$ cat config.mk
export PLATFORM = sky130hd
export DESIGN_NAME = nn_argmax
export DESIGN_NICKNAME = d
export VERILOG_FILES = /design/src/rtl/nn_argmax.sv
export SDC_FILE = /design/constraint.sdc
export NUM_CORES = 1
export LEC_CHECK = 0
export BUFFER_PORTS_ARGS = -buffer_cell sky130_fd_sc_hd__buf_2
export CORE_UTILIZATION = 45
export CTS_BUF_LIST = sky130_fd_sc_hd__clkbuf_4
export DETAILED_ROUTE_END_ITERATION = 10
export HOLD_SLACK_MARGIN = 0.12
export PLACE_DENSITY_LB_ADDON = 0.15
export SLEW_MARGIN = 10
export SYNTH_ARGS = -nofsm -noshare
export SYNTH_HDL_FRONTEND = slang
export SYNTH_SLANG_ARGS = --single-unit
export TNS_END_PERCENT = 5
$ cat constraint.sdc
create_clock -name clk -period 5.4 [get_ports clk]
set_input_delay 0.54 -clock clk [delete_from_list [all_inputs] [get_ports clk]]
set_output_delay 0.54 -clock clk [all_outputs]
set_load 0.05 [all_outputs]
$ cat src/rtl/nn_argmax.sv
// Arg-max back-end for the NN accelerator: snapshots the output-layer scores on a
// rising acc_ready edge, scans them one per cycle, and offers the winner via valid/rd_ack.
module nn_argmax #(
   parameter int NUM_CLASSES = 10,
   parameter int DATA_W      = 32
) (
   input  logic                          clk,
   input  logic                          resetn,
   input  logic                          acc_ready,
   input  logic [NUM_CLASSES*DATA_W-1:0] results,
   input  logic                          rd_ack,
   output logic                          valid,
   output logic                          busy,
   output logic [3:0]                    digit,
   output logic [DATA_W-1:0]             max_val,
   output logic                          dropped
);

   localparam int IDX_W = $clog2(NUM_CLASSES);

   typedef enum logic [1:0] {ST_IDLE, ST_SCAN, ST_DONE} state_e;

   state_e                    state_q, state_d;
   logic                      ready_q, ready_d;
   logic                      valid_q, valid_d;
   logic                      busy_q, busy_d;
   logic                      dropped_q, dropped_d;
   logic [3:0]                digit_q, digit_d;
   logic [DATA_W-1:0]         max_val_q, max_val_d;
   logic signed [DATA_W-1:0]  snap_q [NUM_CLASSES];
   logic signed [DATA_W-1:0]  snap_d [NUM_CLASSES];
   logic signed [DATA_W-1:0]  best_val_q, best_val_d;
   logic [IDX_W-1:0]          best_idx_q, best_idx_d;
   logic [IDX_W-1:0]          idx_q, idx_d;

   logic                      rise;
   logic                      start;
   logic                      better;
   logic signed [DATA_W-1:0]  next_best_val;
   logic [IDX_W-1:0]          next_best_idx;

   always_comb begin
      // NOTE: every signal driven here gets a default first, so no path can infer a latch.
      state_d    = state_q;
      ready_d    = acc_ready;
      valid_d    = valid_q;
      busy_d     = busy_q;
      dropped_d  = dropped_q;
      digit_d    = digit_q;
      max_val_d  = max_val_q;
      snap_d     = snap_q;
      best_val_d = best_val_q;
      best_idx_d = best_idx_q;
      idx_d      = idx_q;
      start      = 1'b0;

      rise          = acc_ready & ~ready_q;
      better        = snap_q[idx_q] > best_val_q;
      next_best_val = better ? snap_q[idx_q] : best_val_q;
      next_best_idx = better ? idx_q : best_idx_q;

      if (rd_ack) dropped_d = 1'b0;

      unique case (state_q)
         ST_IDLE: begin
            if (rise) start = 1'b1;
         end
         ST_SCAN: begin
            // A new edge mid-scan is discarded; the snapshot stays as captured.
            if (rise) dropped_d = 1'b1;
            best_val_d = next_best_val;
            best_idx_d = next_best_idx;
            idx_d      = idx_q + IDX_W'(1);
            if (idx_q == IDX_W'(NUM_CLASSES - 1)) begin
               state_d   = ST_DONE;
               valid_d   = 1'b1;
               busy_d    = 1'b0;
               digit_d   = 4'(next_best_idx);
               max_val_d = next_best_val;
            end
         end
         ST_DONE: begin
            // Restart outranks an acknowledge arriving in the same cycle.
            if (rise) begin
               start = 1'b1;
            end else if (rd_ack) begin
               state_d = ST_IDLE;
               valid_d = 1'b0;
            end
         end
         default: state_d = ST_IDLE;
      endcase

      if (start) begin
         state_d = ST_SCAN;
         valid_d = 1'b0;
         busy_d  = 1'b1;
         for (int i = 0; i < NUM_CLASSES; i++) snap_d[i] = results[i*DATA_W +: DATA_W];
         best_val_d = results[DATA_W-1:0];
         best_idx_d = '0;
         idx_d      = IDX_W'(1);
      end
   end

   always_ff @(posedge clk or negedge resetn) begin
      if (!resetn) begin
         state_q    <= ST_IDLE;
         ready_q    <= 1'b0;
         valid_q    <= 1'b0;
         busy_q     <= 1'b0;
         dropped_q  <= 1'b0;
         digit_q    <= '0;
         max_val_q  <= '0;
         best_val_q <= '0;
         best_idx_q <= '0;
         idx_q      <= '0;
         // NOTE: the snapshot is small register storage with a defined reset value, so it is reset here too.
         for (int i = 0; i < NUM_CLASSES; i++) snap_q[i] <= '0;
      end else begin
         // NOTE: non-blocking assignments keep every flop sampling pre-edge values.
         state_q    <= state_d;
         ready_q    <= ready_d;
         valid_q    <= valid_d;
         busy_q     <= busy_d;
         dropped_q  <= dropped_d;
         digit_q    <= digit_d;
         max_val_q  <= max_val_d;
         best_val_q <= best_val_d;
         best_idx_q <= best_idx_d;
         idx_q      <= idx_d;
         snap_q     <= snap_d;
      end
   end

   assign valid   = valid_q;
   assign busy    = busy_q;
   assign digit   = digit_q;
   assign max_val = max_val_q;
   assign dropped = dropped_q;

endmodule

==> metrics <==
FF-to-FF setup slack=0.55 ns; Die H=about 210 µm; Seq cells post-synth=roughly 400; Max Slew Vio Count=0; Multi-input gate area=between 0.008 and 0.009 mm²; Worst EP required=approximately 6 ns; outcome=finished with violations; worst hold margin=about 0.21 ns; Worst-path clk slew=about 0.070 ns; Avg WL per Cell=between 15 and 20 µm; CTS Sinks=around 400; Global Route Usage Sum=0.2847; Worst slew margin=0.2507; Initial Util=0.4574; Final Hold Fails=0; worst skew pair latency=0.80 ns; Max Clock Freq=about 210 MHz; Vias per Instance=about 5.2; worst-path fanout max=36; Hold Crit Class=input port to register; RSZ-0062 raised after global routing=false; Post-DRT Antenna Nets=0; crit path capture type=register; placed instance area=about 0.021 mm²; Die X=between 200 and 250 µm; post-route total power=about 0.015 W; Vias=between 15,000 and 20,000; most frequent cells after synthesis=nand2_1 (919), dfrtp_1 (402), clkbuf_1 (104); DRT iter0 DRCs=roughly 1,300; crit start category=register; number of distinct library cells after synthesis=40; port bufs=between 300 and 400; min Tclk post-route=4.847 ns; layout cells sized above 1=0.2338; routability congestion estimate from global placement=roughly 0.84; setup TNS=0 ns; Design Area, Final=about 0.026 mm²; first-pass GRT wire length=~92 mm; sequential share of the synthesized area=0.5362; predominant post-synthesis flop cell=dfrtp_1; Post-Route WL=around 59 mm; hpwl dp=37.45 mm; Post-synth EDFFs=0; Max IR drop VDD=about 0.47 mV; Syn Nets=2,349; Post-synth ARST share=1.000; CTS H-Tree Depth=3; Final Cycle Share=0.8976; Yosys warning count=0; DRT Pass-1 Iters=8; worst-margin pin slew=between 1 and 1.5 ns; clock buffer depth=3; Layout Skew=approximately 0.035 ns; die area=about 0.043 mm²; Register Area=just over 0.01 mm²; Core Area=between 0.04 and 0.05 mm²; largest net degree at the start of global routing=between 200 and 250; Setup CP Type=register to register; synth top area cells=dfrtp_1 (54%), nand2_1 (18%), mux4_2 (7.7%), mux2i_1 (3.5%), ha_1 (2.3%); fillers=3,466; most frequent cell after synthesis=nand2_1; P_leak=about 13 nW; failing checks=design-rule violations; Rows=74; Worst EP arrival=5.55 ns; Yosys top cell area share=0.5362; Syn Area/Cell=between 9 and 10 µm²; initial antenna violation count=2; area delta synth->final=36.70%; # IOs=between 300 and 400; vias in the first global route=roughly 17,000; CTS tree=yes; pwr dens=586.1 mW/mm²; Remaining Overflow, GRT=0; Yosys top cell by area=dfrtp_1; cts bufs inserted=around 110; DRC=35; Root Buffer=clkbuf_4; Gate Count Post-Synth=approximately 2,000; Mapped Area=between 0.015 and 0.02 mm²; fin nets=roughly 3,000; final setup fails=0; Max Cap Violations=0; Core Util, Final=0.6253
## cells by family (layout without fill, tap and decap cells)
group                      count (synthesis)  after routing  share of synthesized area
and+or+nand+nor                         1057           1057                     0.2217
AOI/OAI and AO/OA                        199            199                    0.06936
buffers and inverters                    167            935                    0.03708
other                                      0              2                          0
adders and majority gates                 34             34                    0.02267
DFF                                      402            402                     0.5362
muxes                                    130            130                     0.1120
xor gates and xnor gates                   2              2                  0.0009338
## area by class of cell
class                   count  area share
inverters                  39    0.005708
clock inverters            13    0.003952
diodes                      2   0.0001951
clock buffers             174     0.05093
multi-input cells        1422      0.3133
well taps                 532     0.02595
repair buffers            709      0.2074
flip-flops and latches    402      0.3926
## metrics by stage
step                      instances  setup WS (ns)
after detailed placement       2782         0.5043
after global routing           3293         0.1788
after floorplan                1991          1.691
after global placement         2782         0.5976
after CTS                      3291         0.4448
final                          3293         0.5528
## repair_timing
item | 4_1_cts | 5_1_grt
hold buffers | 322 | 0
gates resized for setup | 0 | 0
endpoints found under the hold margin | 454 | 0
setup buffers | 0 | 0
## routing by layer
metal | global-route usage | vias to the layer above | wire, µm
met1 | 0.3989 | 8264 | 26760
li1 | - | 7969 | -
met4 | 0.1224 | 0 | 2005
met3 | 0.05929 | 122 | 3781
met2 | 0.4291 | 622 | 26880
met5 | 0 | - | 0
## state kept, by name, summed over array words and instances (netlist names)
name	flops
snap_q	320
idx_q	4
state_q	2
valid	1
ready_q	1
digit	4
dropped	1
busy	1
best_idx_q	4
max_val	32
best_val_q	32
## cells in the final DEF (no fill, tap or decap), types with 38 or more instances in the layout
cell	n
inv_1	38
mux2i_1	66
a21oi_1	45
nand2_1	917
nand3_1	41
buf_2	361
dlygate4sd3_1	322
o21ai_0	74
dfrtp_1	399
nor2_1	45
mux4_2	64
clkbuf_4	174
## report_power, final
part / switching, W / leakage, nW / total [W] / internal, W
logic: 0.00389 / 7.58 / 0.00690 / 0.00302
registers: 0.000945 / 5.02 / 0.00535 / 0.00440
clock network: 0.00125 / 0.851 / 0.00278 / 0.00153
## critical path, cell delays in order, from the launching register on
cell and delay, ns:
dfrtp_4 0.62, inv_1 0.12, nand2_2 0.61, nor2_1 0.11
a21oi_1 0.13, o21ai_0 0.16, ha_1 0.41, nand4_1 0.20
nor4_2 0.41, a211o_1 0.20, a22oi_1 0.12, a31oi_4 0.53
and2_2 0.79, a221o_1 0.29
## path summary, 6_finish.rpt
| path | from | to | cells after the start |
|---|---|---|---|
| worst max-delay path | idx_q[1]$_DFFE_PN0P_ | best_val_q[23]$_DFFE_PN0P_ | 13 |
| worst min-delay path | results[25] | snap_q[313]$_DFFE_PN0P_ | 3 |
| worst max register to register | idx_q[1]$_DFFE_PN0P_ | best_val_q[23]$_DFFE_PN0P_ | 13 |
| worst min register to register | snap_q[67]$_DFFE_PN0P_ | snap_q[67]$_DFFE_PN0P_ | 2 |
| max in group asynchronous | resetn | snap_q[237]$_DFFE_PN0P_ | 3 |
| min in group asynchronous | resetn | digit[3]$_DFFE_PN0P_ | 2 |
Note: power is estimated with default switching activity, not from simulation.
